File: config.mk
export PLATFORM = sky130hd
export DESIGN_NAME = match_event_reporter
export DESIGN_NICKNAME = d
export VERILOG_FILES = /design/src/rtl/match_event_reporter.sv
export SDC_FILE = /design/constraint.sdc
export NUM_CORES = 1
export LEC_CHECK = 0
export BUFFER_PORTS_ARGS = -buffer_cell sky130_fd_sc_hd__buf_2
export CORE_MARGIN = 4
export CORE_UTILIZATION = 45
export CTS_BUF_LIST = sky130_fd_sc_hd__clkbuf_4 sky130_fd_sc_hd__clkbuf_8 sky130_fd_sc_hd__clkbuf_16
export CTS_CLUSTER_DIAMETER = 80
export DETAILED_ROUTE_END_ITERATION = 7
export GPL_ROUTABILITY_DRIVEN = 0
export GPL_TIMING_DRIVEN = 0
export PLACE_DENSITY = 0.69
export SLEW_MARGIN = 20
export SYNTH_ARGS = -nofsm -noshare
export SYNTH_HDL_FRONTEND = slang
export SYNTH_SLANG_ARGS = --single-unit
File: constraint.sdc
create_clock -name clk -period 2.5 [get_ports clk]
set_input_delay 0.125 -clock clk [delete_from_list [all_inputs] [get_ports clk]]
set_output_delay 0.125 -clock clk [all_outputs]
set_load 0.02 [all_outputs]
File: src/rtl/match_event_reporter.sv
// Turns matched-filter decision strobes into two-word timestamped event messages
// (header + timestamp) with a match holdoff, a small event FIFO and drop reporting.
module match_event_reporter #(
  parameter int          FIFO_DEPTH = 4,
  parameter int          FIFO_AW    = 2,
  parameter logic [7:0]  MAGIC      = 8'hA5
) (
  input  logic        clk,
  input  logic        reset,
  input  logic        enable,
  input  logic        mf_valid,
  input  logic        mf_match,
  input  logic [31:0] rx_timestamp,
  input  logic [15:0] holdoff_len,
  input  logic        clear_ovf,
  input  logic        evt_ready,
  output logic        evt_valid,
  output logic [31:0] evt_data,
  output logic        evt_last,
  output logic        overflow,
  output logic [15:0] event_count,
  output logic [15:0] debugbus
);

  typedef enum logic [1:0] {
    IDLE = 2'd0,
    HDR  = 2'd1,
    TS   = 2'd2
  } state_t;

  state_t state, state_next;

  logic [31:0]        fifo_mem [FIFO_DEPTH];
  logic [FIFO_AW-1:0] wr_ptr, rd_ptr;
  logic [FIFO_AW:0]   fifo_cnt;
  logic [15:0]        holdoff_cnt;
  logic [7:0]         seq;
  logic [7:0]         drop_cnt;
  logic [7:0]         fifo_cnt_ext;
  logic               qualified, fifo_full, push, drop, pop, hdr_accept;

  // Full is judged on the registered count, so a same-cycle pop never frees a slot.
  assign qualified  = mf_valid & mf_match & enable & (holdoff_cnt == 16'd0);
  assign fifo_full  = (fifo_cnt == (FIFO_AW+1)'(FIFO_DEPTH));
  assign push       = qualified & ~fifo_full;
  assign drop       = qualified & fifo_full;
  assign hdr_accept = (state == HDR) & evt_ready;
  assign pop        = (state == TS) & evt_ready;

  always_ff @(posedge clk) begin
    if (reset) begin
      holdoff_cnt <= 16'd0;
    end else if (!enable) begin
      holdoff_cnt <= 16'd0;
    end else if (qualified) begin
      holdoff_cnt <= holdoff_len;
    end else if (mf_valid && holdoff_cnt != 16'd0) begin
      holdoff_cnt <= holdoff_cnt - 16'd1;
    end
  end

  always_ff @(posedge clk) begin
    if (push) begin
      fifo_mem[wr_ptr] <= rx_timestamp;
    end
  end

  always_ff @(posedge clk) begin
    if (reset) begin
      wr_ptr   <= '0;
      rd_ptr   <= '0;
      fifo_cnt <= '0;
    end else begin
      if (push) begin
        wr_ptr <= wr_ptr + FIFO_AW'(1);
      end
      if (pop) begin
        rd_ptr <= rd_ptr + FIFO_AW'(1);
      end
      case ({push, pop})
        2'b10:   fifo_cnt <= fifo_cnt + (FIFO_AW+1)'(1);
        2'b01:   fifo_cnt <= fifo_cnt - (FIFO_AW+1)'(1);
        default: fifo_cnt <= fifo_cnt;
      endcase
    end
  end

  // The header reports drops up to the moment it is accepted; a drop landing
  // on the accept cycle is carried into the next message.
  always_ff @(posedge clk) begin
    if (reset) begin
      drop_cnt    <= 8'd0;
      overflow    <= 1'b0;
      seq         <= 8'd0;
      event_count <= 16'd0;
    end else begin
      if (hdr_accept) begin
        drop_cnt <= drop ? 8'd1 : 8'd0;
      end else if (drop && drop_cnt != 8'hFF) begin
        drop_cnt <= drop_cnt + 8'd1;
      end
      if (drop) begin
        overflow <= 1'b1;
      end else if (clear_ovf) begin
        overflow <= 1'b0;
      end
      if (pop) begin
        seq         <= seq + 8'd1;
        event_count <= event_count + 16'd1;
      end
    end
  end

  always_ff @(posedge clk) begin
    if (reset) begin
      state <= IDLE;
    end else begin
      state <= state_next;
    end
  end

  always_comb begin
    state_next = state;
    evt_valid  = 1'b0;
    evt_data   = 32'd0;
    evt_last   = 1'b0;
    case (state)
      IDLE: begin
        if (fifo_cnt != '0) begin
          state_next = HDR;
        end
      end
      HDR: begin
        evt_valid = 1'b1;
        evt_data  = {MAGIC, seq, drop_cnt, 8'h00};
        if (evt_ready) begin
          state_next = TS;
        end
      end
      TS: begin
        evt_valid = 1'b1;
        evt_data  = fifo_mem[rd_ptr];
        evt_last  = 1'b1;
        // Chain straight into the next header when another entry remains.
        if (evt_ready) begin
          state_next = (fifo_cnt > (FIFO_AW+1)'(1) || push) ? HDR : IDLE;
        end
      end
      default: begin
        state_next = IDLE;
      end
    endcase
  end

  assign fifo_cnt_ext = 8'(fifo_cnt);
  assign debugbus     = {state, fifo_cnt_ext[2:0], (holdoff_cnt != 16'd0),
                         overflow, drop_cnt, 1'b0};

endmodule

Yosys cells after proc, flatten, opt, wreduce, memory -nomap -nowiden

Memory sizes are Yosys's and may differ from the RTL's. A register that Yosys moved wholly into a read port is not among the register bits.
Cells that the tools add are included.

Input port bits: 55
Memories kept: 1
Bits in registers: 58
Memory bits (writable): 128
Word-level logic and storage cells: 71
Output and inout bits: 67

Order comparisons: 1
Reductions and logical operators: 14
Bitwise operators: 9
Muxes and demuxes: 20
Equality and inequality tests: 9
Add/sub/neg operators: 8

Memories:

| name     | depth | width | rd ports | clocked after Yosys merged registers in | write ports | line | source |
|---|---|---|---|---|---|---|---|
| fifo_mem | 4     | 32    | 1        | 1                                       | 1           | 33   | `logic [31:0] fifo_mem [FIFO_DEPTH];` |

Operator list:

| operator                                             | number |
|---|---|
| case mux 32 bit (2 select lines)                     | 1 |
| two-way mux 16 bit                                   | 2 |
| adder 16 x 1 -> 16 bit (second input constant)       | 1 |
| adder 8 x 1 -> 8 bit (second input constant)         | 2 |
| logical NOT 16 bit                                   | 1 |
| two-way mux 8 bit                                    | 2 |
| nonzero test 16 bit                                  | 1 |
| subtractor 16 x 1 -> 16 bit (second input constant)  | 1 |
| two-way mux 2 bit                                    | 5 |
| two-way mux 1 bit                                    | 8 |
| inequality test 8 bit (second input constant)        | 1 |
| nonzero test 2 bit                                   | 4 |
| bitwise AND 1 bit                                    | 7 |
| inequality test 2 bit (second input constant)        | 3 |
| case mux 2 bit (3 select lines)                      | 1 |
| case mux 3 bit (2 select lines)                      | 1 |
| adder 2 x 1 -> 2 bit (second input constant)         | 2 |
| equality test 2 x 1 -> 1 bit (second input constant) | 2 |
| equality test 2 bit (second input constant)          | 2 |
| OR reduction 2 bit                                   | 2 |
| adder 3 x 1 -> 3 bit (second input constant)         | 1 |
| equality test 3 bit (second input constant)          | 1 |
| > comparator 3 x 1 -> 1 bit (second input constant)  | 1 |
| AND reduction 3 bit                                  | 1 |
| 6 further kinds                                      | 8 |

Depth between registers and ports, before layout

Gate-level depths: netlist of the first run.

Depth in word-level cells: 8
Gate-level depth with buffers: 10
Gate-level depth less buffers: 9

Worst setup path before layout of the first run

No wires, ideal clock.

Path kind: flip-flop to flip-flop
From: reg holdoff_cnt[0]
To: mem fifo_mem[0][0] (enable)
Data required time: 2.108 ns
Slack: -0.172 ns
Setup time: 0.392 ns
Arrival: 2.280 ns
Buffers on the path: 0
Stages on the path, launching flop included: 8
Path through: dfxtp_1 inv_1 ha_1 nor3b_1 and4_1 inv_2 nor2_1 and3_1

Word-level cells in the longest chain between the ends: 5

RTL lines:

| element                                 | line | source |
|---|---|---|
| start: declaration                      | 36   | `logic [15:0] holdoff_cnt;` |
| start signal: assignment                | 56   | `holdoff_cnt <= holdoff_len;` |
| start signal: assignment                | 58   | `holdoff_cnt <= holdoff_cnt - 16'd1;` |
| logical NOT 16 bit                      | 43   | `assign qualified = mf_valid & mf_match & enable & (holdoff_cnt == 16'd0);` |
| bitwise AND 1 bit                       | 43   |  |
| bitwise AND 1 bit                       | 45   | `assign push = qualified & ~fifo_full;` |
| two-way mux 1 bit                       | 63   | `if (push) begin` |
| two-way mux 1 bit (implied by the code) | 64   | `fifo_mem[wr_ptr] <= rx_timestamp;` |
| end: declaration                        | 33   |  |

Every way passes these cells.

Worst setup path in the final report of the first run

From: reg state[1]
To: out evt_data[14]

Word-level cells in the longest chain between the ends: 2
Elaborated cells between the ends (all ways): 3

RTL lines:

| element                                                                    | line | source |
|---|---|---|
| start: declaration                                                         | 31   | `state_t state, state_next;` |
| start signal: assignment                                                   | 118  | `state <= state_next;` |
| equality test 2 bit / equality test 2 x 1 -> 1 bit (equally long branches) | 127  | `case (state)` |
| case mux 32 bit (2 select lines) *                                         | 127  |  |
| end: declaration                                                           | 18   | `output logic [31:0] evt_data,` |

Mark *: on every way between the ends. The rest lies on a longest branch, timed or not.

==> impl_metrics.env, run 1 <==
export IMPL_drc=0
export IMPL_leakagePower_nw=3.68
export IMPL_dp_hpwl_um=12700
export IMPL_vias=5795
export IMPL_hp_class="primary input to flop"
export IMPL_die_w_um=142
export IMPL_fin_skew_ps=8.91
export IMPL_finalNetCount=848
export IMPL_path_class="flop to primary output"
export IMPL_timing_hold_worst_start="holdoff_len[10]"
export IMPL_required_ps=2380
export IMPL_core_mm2=0.0174
export IMPL_seq_power_share_pct=37.8
export IMPL_die_area_mm2=0.0201
export IMPL_rrSetupSlack_ps=130
export IMPL_synth_area_per_cell_um2=13.6
export IMPL_grt_max_degree=18
export IMPL_slew_headroom_pct=46.7
export IMPL_cts_buffer_depth=2
export IMPL_timing_rr_start="holdoff_cnt[2]"
export IMPL_ys_warn_count=0
export IMPL_power_density_mw_per_mm2=1030
export IMPL_dp_cells=938
export IMPL_fmax_mhz=417
export IMPL_routed_wl_um=20200
export IMPL_setup_slack_ps=101
export IMPL_arrival_ps=2270
export IMPL_portBuffers=119
export IMPL_r2r_end="holdoff_cnt[11]"
export IMPL_async_flop_share_pct=0
export IMPL_postSynthCellCount=594
export IMPL_fillers=1432
export IMPL_drtIter0Drc=489
export IMPL_clkTransAtPathRegs_ps=70
export IMPL_ios=122
export IMPL_max_cap_violations=0
export IMPL_pre_cts_slack_ps=-434
export IMPL_pwr_share_comb_pct=37.7
export IMPL_rsz0062_at_grt="true"
export IMPL_yosysSeqAreaShare_pct=62.6
export IMPL_antenna_left=0
export IMPL_cts_root_buf="clkbuf_16"
export IMPL_synth_nets=668
export IMPL_tritoncts="built"
export IMPL_switchingPower_w=0.00385
export IMPL_overflow=0
export IMPL_synth_cell_types=53
export IMPL_drive_gt1_share_pct=28.6
export IMPL_layout_common_cells="128 x edfxtp_1, 122 x buf_2, 57 x dfxtp_1"
export IMPL_worstSetupEndpointType="primary output"
export IMPL_holdPathEnd="holdoff_cnt[10]"
export IMPL_power_share_clock_pct=24.5
export IMPL_p_total_w=0.0103
export IMPL_cts_made_buffers=17
export IMPL_cp_start_kind="flop"
export IMPL_antenna_found_initial=1
export IMPL_clock_sinks=188
export IMPL_final_instance_count_excl_fill=1012
export IMPL_utilization_pct=57.7
export IMPL_synth_ff_type="edfxtp_1"
export IMPL_wire_per_inst_um=20.0
export IMPL_tns_ps=0
export IMPL_switching_share_pct=37.3
export IMPL_final_period_utilization_pct=95.9
export IMPL_finalSetupViolations=0
export IMPL_hold_viol=0
export IMPL_status="completed"
export IMPL_final_common_cell="edfxtp_1"
export IMPL_grt_use_total_pct=20.8
export IMPL_initial_core_util_pct=46.3
export IMPL_vias_per_cell=5.73
export IMPL_syn_area_mm2=0.00806
export IMPL_die_h_um=142
export IMPL_report_final_slew_viol_count=0
export IMPL_ir_drop_mv=1.34
export IMPL_firstDrtPassIters=7
export IMPL_area_delta_synth_final_pct=24.6
export IMPL_htreeDepth=4
export IMPL_grt_first_pass_wirelength_um=32100
export IMPL_finalCriticalPeriod_ps=2400
export IMPL_worstPathMaxFanout=10
export IMPL_worstHoldPathCells=3
export IMPL_ys_seq_elements=188
export IMPL_first_global_vias=5951
export IMPL_r2r_cells=7
export IMPL_rows=48
export IMPL_synth_edf_count=128
export IMPL_clock_latency_ps=430
export IMPL_p_int_w=0.00648
export IMPL_max_slew_worst_pin_slew_ps=794
-- through the flow --
stage | hold slack (ps) | area (um^2)
after global routing | 30.1 | 10000
after global placement | 334 | 8940
after detailed placement | 342 | 8940
after CTS | 3.31 | 9990
after floorplan | 224 | 8070
final | 7.75 | 10000
-- area by class of cell --
cell class / instances / area [um^2] / share of cell area [%]
diodes: 1 / 2.50 / 0.0249
plain buffers: 26 / 143 / 1.42
clock buffers: 18 / 433 / 4.31
clock inverters: 13 / 111 / 1.11
inverters: 15 / 58.8 / 0.586
multi-input cells: 366 / 2960 / 29.5
flip-flops and latches: 188 / 5050 / 50.3
well taps: 225 / 282 / 2.80
repair buffers: 160 / 1000 / 9.99
-- state kept, by name, indices dropped and copies added, names as in the netlist, 2 cells and up, named ones only --
| signal | count |
|---|---|
| fifo_cnt | 3 |
| seq | 8 |
| wr_ptr | 2 |
| drop_cnt | 8 |
| state | 2 |
| event_count | 16 |
| holdoff_cnt | 16 |
| rd_ptr | 2 |
| fifo_mem | 128 |
-- worst max-delay path, stage by stage, from the launching register on --
cell and delay [ps]:
dfxtp_1 430, inv_1 120, ha_2 410, and2_4 240, clkbuf_4 230, a22o_1 210, buf_2 190
-- metal layers --
layer	GRT usage [%]	routed length, um
met2	34.2	9940
met4	6.97	252
met1	26.6	8330
met5	0	0
met3	5.76	1720
-- kinds of logic (layout without fill, tap and decap cells) --
family	after synthesis	in the layout	synth area share (%)
adder cells (fa/ha/maj)	19	19	2.95
AND/OR/NAND/NOR	179	183	11.8
flip-flops	188	188	62.6
AO/OA/AOI/OAI	99	99	7.78
other	1	2	0.0465
multiplexers	39	39	9.83
XOR/XNOR	25	25	2.72
buffers and inverters	44	232	2.25
-- worst max-delay path by stage --
stage | end | slack, ps | depth (start not counted) | startpoint
final | evt_data[14] | 100 | 6 | state[1]
after global routing | holdoff_cnt[12] | -70 | 7 | holdoff_cnt[6]
after CTS | holdoff_cnt[12] | 7 | 7 | holdoff_cnt[6]
after detailed placement | fifo_mem[2][2] | -430 | 7 | holdoff_cnt[0]
after global placement | fifo_mem[3][6] | -400 | 7 | holdoff_cnt[0]
after floorplan | fifo_cnt[2] | 60 | 9 | holdoff_cnt[0]
-- Yosys cell counts, types with 2 or more instances --
| cell | count | area [um^2] |
|---|---|---|
| and2_1 | 15 | 93.8 |
| nor3b_1 | 2 | 15.0 |
| nor4_1 | 11 | 68.8 |
| edfxtp_1 | 128 | 3840 |
| clkbuf_1 | 19 | 71.3 |
| nand4_1 | 11 | 68.8 |
| a31oi_1 | 3 | 18.8 |
| mux4_2 | 32 | 721 |
| nor3_1 | 7 | 35.0 |
| a221oi_1 | 2 | 17.5 |
| o22ai_1 | 4 | 25.0 |
| and4_1 | 3 | 26.3 |
| buf_1 | 6 | 22.5 |
| o21ai_0 | 22 | 110 |
| o41ai_1 | 3 | 26.3 |
| and3_1 | 10 | 62.6 |
| ha_1 | 19 | 238 |
| o31ai_1 | 2 | 15.0 |
| a211oi_1 | 2 | 15.0 |
| nor2b_1 | 5 | 31.3 |
| buf_4 | 2 | 15.0 |
| nand2b_1 | 2 | 12.5 |
| inv_1 | 14 | 52.6 |
| o311ai_0 | 2 | 17.5 |
| or4_1 | 5 | 37.5 |
| xnor2_1 | 10 | 87.6 |
| dfxtp_1 | 60 | 1200 |
| or3_1 | 14 | 87.6 |
| nor2_1 | 45 | 169 |
| xor2_1 | 15 | 131 |
| mux2i_1 | 6 | 60.1 |
| nand2_1 | 25 | 93.8 |
| a22o_1 | 16 | 140 |
| a21oi_1 | 35 | 175 |
| nand3_1 | 19 | 95.1 |
-- power groups by stage --
stage	clock network (W)	logic, W	registers [W]
floorplan	0	0.00250	0.00392
global placement	0	0.00324	0.00394
detailed placement	0	0.00337	0.00396
CTS	0.00258	0.00358	0.00390
global route	0.00272	0.00426	0.00395
finish	0.00253	0.00389	0.00391
-- timing repair --
| item | in CTS | in global routing |
|---|---|---|
| setup buffers | 0 | 1 |
| endpoints found under the setup margin | 172 | 167 |
| cloned | 4 | 0 |
| endpoints found under the hold margin | 136 | 0 |
| hold buffers | 40 | 0 |
| resized for setup | 33 | 22 |
| pin swaps | 4 | 4 |
No activity file was read; power rests on OpenSTA's default activity.
==> inputs of run 2 (changes only) <==
Settings changed: PLACE_DENSITY 0.69 to 0.7.
Clock period 2.5 ns to 2.2 ns, I/O delays scaled along.
==> impl_metrics.env, run 2 (synthesized netlist as in run 1, its figures left out) <==
export IMPL_cts_buffer_depth=2
export IMPL_finalNetCount=875
export IMPL_vias=5928
export IMPL_p_total_w=0.0128
export IMPL_fin_skew_ps=12.4
export IMPL_startpoint="holdoff_cnt[8]"
export IMPL_dp_hpwl_um=12500
export IMPL_worstSetupEndpointType="flop"
export IMPL_rows=48
export IMPL_antenna_found_initial=0
export IMPL_fillers=1323
export IMPL_pre_cts_slack_ps=-564
export IMPL_diodes=0
export IMPL_slew_headroom_pct=57.4
export IMPL_p_int_w=0.00809
export IMPL_power_density_mw_per_mm2=1200
export IMPL_overflow=0
export IMPL_wire_per_inst_um=19.6
export IMPL_violations="negative setup slack"
export IMPL_pwr_share_comb_pct=41.3
export IMPL_first_global_vias=5947
export IMPL_layout_common_cells="128 x edfxtp_1, 119 x buf_2, 52 x dfxtp_1"
export IMPL_final_period_utilization_pct=101
export IMPL_initial_core_util_pct=46.3
export IMPL_vias_per_cell=5.71
export IMPL_switching_share_pct=36.7
export IMPL_clock_sinks=188
export IMPL_routed_wl_um=20400
export IMPL_hp_class="primary input to flop"
export IMPL_grt_max_degree=20
export IMPL_drc=0
export IMPL_hold_viol=0
export IMPL_die_w_um=142
export IMPL_ir_drop_mv=1.11
export IMPL_timing_rr_start="holdoff_cnt[8]"
export IMPL_cts_root_buf="clkbuf_16"
export IMPL_holdPathEnd="holdoff_cnt[1]"
export IMPL_ios=122
export IMPL_path_buf_inv=1
export IMPL_switchingPower_w=0.00469
export IMPL_cp_cell_sequence="nor4_2, and4_4, clkbuf_8, nand3_4, ha_4, mux2i_1, or3_1, a21oi_1"
export IMPL_worstHoldPathCells=3
export IMPL_fmax_mhz=450
export IMPL_max_slew_worst_pin_slew_ps=639
export IMPL_grt_first_pass_wirelength_um=31900
export IMPL_path_class="flop to flop"
export IMPL_drive_gt1_share_pct=34.0
export IMPL_drtIter0Drc=381
export IMPL_cts_made_buffers=17
export IMPL_firstDrtPassIters=5
export IMPL_report_final_slew_viol_count=0
export IMPL_grt_use_total_pct=20.4
export IMPL_cp_start_kind="flop"
export IMPL_seq_power_share_pct=35.3
export IMPL_power_share_clock_pct=23.3
export IMPL_rsz0062_at_grt="true"
export IMPL_rrSetupSlack_ps=-20
export IMPL_largest_register_ff_count=128
export IMPL_r2r_end="fifo_cnt[2]"
export IMPL_setup_slack_ps=-23.9
export IMPL_die_area_mm2=0.0201
export IMPL_clock_latency_ps=430
export IMPL_arrival_ps=2580
export IMPL_cp_top_family="simple AND/OR/NAND/NOR gates"
export IMPL_htreeDepth=4
export IMPL_portBuffers=119
export IMPL_antenna_left=0
export IMPL_top_regs="fifo_mem: 128 flops, event_count: 16 flops, holdoff_cnt: 16 flops"
export IMPL_critPathSlowestCell="dfxtp_1"
export IMPL_finalCriticalPeriod_ps=2220
export IMPL_timing_hold_worst_start="holdoff_len[1]"
export IMPL_max_cap_violations=0
export IMPL_final_common_cell="edfxtp_1"
export IMPL_area_delta_synth_final_pct=31.6
export IMPL_r2r_cells=8
export IMPL_worstPathMaxFanout=10
export IMPL_leakagePower_nw=3.91
export IMPL_critPathMaxStageDelay_ps=370
export IMPL_required_ps=2550
export IMPL_tritoncts="built"
export IMPL_regArea_mm2=0.00506
export IMPL_multi_input_area_mm2=0.00307
export IMPL_status="complete, but fails checks"
export IMPL_die_h_um=142
export IMPL_top_register="fifo_mem"
export IMPL_clkTransAtPathRegs_ps=70
export IMPL_finalSetupViolations=3
export IMPL_core_mm2=0.0174
[run 2: cell types whose count changed in the layout (fill, tap and decap cells not counted), moves of 4 or more]
| cell | before | now |
|---|---|---|
| ha_4 | 1 | 5 |
| clkbuf_1 | 11 | 6 |
| buf_12 | 0 | 13 |
| dfxtp_1 | 57 | 52 |
| buf_4 | 5 | 26 |
[run 2: how the worst max path moves through the flow]
stage	end	slack [ps]	cells after the start
2_1_floorplan	fifo_mem[2][0]	-50	7
3_3_place_gp	fifo_mem[2][3]	-510	7
3_5_place_dp	fifo_mem[1][0]	-560	7
4_1_cts	drop_cnt[3]	-3	9
5_1_grt	drop_cnt[3]	-70	7
6_report	fifo_cnt[2]	-20	8
[run 2: metrics by stage]
step / setup TNS, ps / instances / util, % / hold slack [ps] / cell area (um^2)
final: -26.5 / 1039 / 60.9 / 4.70 / 10600
after global routing: -166 / 1039 / 60.9 / 18.9 / 10600
after CTS: -3.22 / 1029 / 59.8 / 4.70 / 10400
after detailed placement: -68690 / 938 / 51.5 / 325 / 8970
after global placement: -62470 / 938 / 51.5 / 318 / 8970
after floorplan: -4460 / 594 / - / 209 / 8090
[run 2: layer usage]
layer / GRT usage [%] / part of all wire (%) / up-vias
met5: 0 / 0 / -
met4: 5.56 / 2.0 / 0
met3: 5.70 / 7.0 / 34
met2: 34.7 / 50 / 237
met1: 25.8 / 41 / 2948
li1: - / - / 2709
[run 2: timing repair]
| item | 4_1_cts | 5_1_grt |
|---|---|---|
| cloned | 5 | 1 |
| resized for setup | 57 | 33 |
| setup endpoints to repair | 183 | 161 |
| pin swaps | 10 | 2 |
| hold buffers | 39 | 0 |
| hold endpoints to repair | 135 | 0 |
| buffers inserted | 22 | 10 |
[run 2: worst register-to-register path, delay by kind of cell (launching register included)]
family          cells  cell delay, ps
fa+ha+maj           1             220
mux                 1             130
flops               1             370
buf+inv             1             200
simple gates        4            1100
compound gates      1             140
[run 2: final cells by class]
cell class | instances | area share, %
Multi-Input combinational cell | 367 | 28.9
Buffer | 21 | 1.68
Inverter | 15 | 0.625
Tap cell | 225 | 2.65
Clock inverter | 14 | 1.37
Timing Repair Buffer | 191 | 12.9
Sequential cell | 188 | 47.7
Clock buffer | 18 | 4.08
[run 2: power by group through the flow]
| stage | registers, W | clock network, W | logic [W] |
|---|---|---|---|
| finish | 0.00452 | 0.00298 | 0.00528 |
| global route | 0.00457 | 0.00322 | 0.00566 |
| CTS | 0.00445 | 0.00303 | 0.00459 |
| detailed placement | 0.00451 | 0 | 0.00386 |
| global placement | 0.00448 | 0 | 0.00373 |
| floorplan | 0.00446 | 0 | 0.00290 |
==> inputs of run 3 (changes only) <==
Settings changed: GPL_TIMING_DRIVEN 0 to 1, HOLD_SLACK_MARGIN set to 0.02, SKIP_LAST_GASP set to 1.
==> impl_metrics.env, run 3 (synthesized netlist as in run 1, its figures left out) <==
export IMPL_status="completed"
export IMPL_path_class="flop to flop"
export IMPL_grt_use_total_pct=20.2
export IMPL_diodes=0
export IMPL_clock_sinks=188
export IMPL_firstDrtPassIters=5
export IMPL_power_density_mw_per_mm2=1190
export IMPL_die_area_mm2=0.0201
export IMPL_grt_use_met1_pct=25.5
export IMPL_htreeDepth=4
export IMPL_clock_latency_ps=430
export IMPL_switching_share_pct=35.6
export IMPL_top_regs="fifo_mem: 128 flops, event_count: 16 flops, holdoff_cnt: 16 flops"
export IMPL_fin_skew_ps=8.37
export IMPL_clkTransAtPathRegs_ps=70
export IMPL_drc=0
export IMPL_max_slew_worst_pin_slew_ps=583
export IMPL_p_int_w=0.00808
export IMPL_cp_start_kind="flop"
export IMPL_rows=48
export IMPL_required_ps=2560
export IMPL_r2r_cells=9
export IMPL_largest_register_ff_count=128
export IMPL_finalSetupViolations=0
export IMPL_portBuffers=120
export IMPL_overflow=0
export IMPL_fillers=1362
export IMPL_utilization_pct=60.5
export IMPL_first_global_vias=5970
export IMPL_seq_power_share_pct=35.2
export IMPL_antenna_left=0
export IMPL_finalCriticalPeriod_ps=2150
export IMPL_antenna_found_initial=0
export IMPL_grt_busiest_layer="met2"
export IMPL_area_delta_synth_final_pct=30.7
export IMPL_wire_per_inst_um=19.1
export IMPL_grt_first_pass_wirelength_um=31600
export IMPL_dp_hpwl_um=13100
export IMPL_die_w_um=142
export IMPL_hold_viol=0
export IMPL_r2r_end="fifo_cnt[2]"
export IMPL_die_h_um=142
export IMPL_cts_root_buf="clkbuf_16"
export IMPL_tritoncts="built"
export IMPL_leakagePower_nw=3.93
export IMPL_timing_hold_worst_start="holdoff_len[3]"
export IMPL_use_met3_pct=4.85
export IMPL_holdPathEnd="holdoff_cnt[3]"
export IMPL_cts_buffer_depth=2
export IMPL_initial_core_util_pct=46.3
export IMPL_fmax_mhz=466
export IMPL_worstPathMaxFanout=5
export IMPL_grt_util_met2_pct=34.1
export IMPL_worstSetupEndpointType="flop"
export IMPL_report_final_slew_viol_count=0
export IMPL_routed_wl_um=19900
export IMPL_max_cap_violations=0
export IMPL_timing_rr_start="holdoff_cnt[1]"
export IMPL_finalNetCount=876
export IMPL_final_instance_count_excl_fill=1040
export IMPL_ir_drop_mv=0.718
export IMPL_grt_max_degree=39
export IMPL_rsz0062_at_grt="true"
export IMPL_tns_ps=0
export IMPL_cts_made_buffers=17
export IMPL_multi_input_area_mm2=0.00292
export IMPL_top_register="fifo_mem"
export IMPL_final_common_cell="edfxtp_1"
export IMPL_slew_headroom_pct=61.0
export IMPL_hp_class="primary input to flop"
export IMPL_layout_common_cells="128 x edfxtp_1, 114 x buf_2, 55 x dfxtp_1"
export IMPL_power_share_clock_pct=24.1
export IMPL_arrival_ps=2510
export IMPL_dp_cells=953
export IMPL_final_period_utilization_pct=97.6
export IMPL_drive_gt1_share_pct=32.8
export IMPL_vias=5917
export IMPL_pwr_share_comb_pct=40.7
export IMPL_regArea_mm2=0.00506
export IMPL_rrSetupSlack_ps=50
export IMPL_core_mm2=0.0174
export IMPL_drtIter0Drc=519
export IMPL_switchingPower_w=0.00446
export IMPL_worstHoldPathCells=3
export IMPL_ios=122
export IMPL_vias_per_cell=5.69
==> run 3: cell types whose count changed in the layout (fill, tap and decap cells not counted), moves of 3 or more <==
cell           delta
buf_2             -5
buf_4            +20
dfxtp_2           -3
and3_2            +3
clkbuf_1          -6
and3_4            -7
dlygate4sd3_1     +4
dfxtp_1           +3
==> run 3: layout make-up <==
type / instances / share of cell area, %
Timing Repair Buffer: 218 / 15.5
Tap cell: 225 / 2.67
Clock buffer: 18 / 4.11
Sequential cell: 188 / 48.0
Multi-Input combinational cell: 362 / 27.7
Inverter: 15 / 0.570
Clock inverter: 14 / 1.44
==> run 3: routing by layer <==
| metal | wire [um] | share of wire [%] | vias to the layer above |
|---|---|---|---|
| met5 | 0 | 0 | - |
| met4 | 551 | 2.8 | 0 |
| met3 | 1460 | 7.4 | 44 |
| met2 | 9940 | 50 | 259 |
| met1 | 7930 | 40 | 2908 |
| li1 | - | - | 2706 |
==> run 3: repair_timing <==
| item | CTS | global route |
|---|---|---|
| resized for setup | 19 | 15 |
| hold buffers | 43 | 0 |
| hold endpoints to repair | 139 | 0 |
| buffers inserted | 4 | 7 |
| gates cloned | 1 | 0 |
| setup endpoints to repair | 130 | 120 |
| pin swaps | 3 | 5 |
==> run 3: how the worst max path moves through the flow <==
stage / start / to / slack (ps) / cells past startpoint
after floorplan: holdoff_cnt[0] / fifo_mem[2][0] / -50 / 7
after global placement: holdoff_cnt[0] / drop_cnt[7] / 30 / 8
after detailed placement: holdoff_cnt[0] / drop_cnt[7] / -50 / 8
after CTS: holdoff_cnt[0] / drop_cnt[1] / -3 / 10
after global routing: holdoff_cnt[1] / fifo_cnt[2] / -80 / 9
final: holdoff_cnt[1] / fifo_cnt[2] / 50 / 9
==> run 3: power groups by stage <==
stage / registers [W] / clock network, W / logic, W
after CTS: 0.00441 / 0.00306 / 0.00483
after global placement: 0.00444 / 0 / 0.00443
after detailed placement: 0.00447 / 0 / 0.00457
final: 0.00442 / 0.00302 / 0.00510
after global routing: 0.00445 / 0.00326 / 0.00558
after floorplan: 0.00446 / 0 / 0.00290
==> run 3: stage by stage <==
stage               setup slack (ps)  hold slack [ps]  instance area (um^2)  total power, W
floorplan                      -46.5              209                  8090         0.00736
global placement                32.4              320                  9300         0.00887
detailed placement             -46.6              326                  9300         0.00904
CTS                            -3.22             44.7                 10400          0.0123
global route                   -79.3             52.1                 10500          0.0133
finish                          53.4             62.8                 10500          0.0125
==> run 3: worst max-delay path: stages (launching register included) <==
cell     delay (ps)
dfxtp_1         320
inv_2            80
ha_4            130
nor3b_4         180
and4_4          260
buf_4           120
nand3_1         110
ha_1            370
or3_1           370
a21oi_1         140
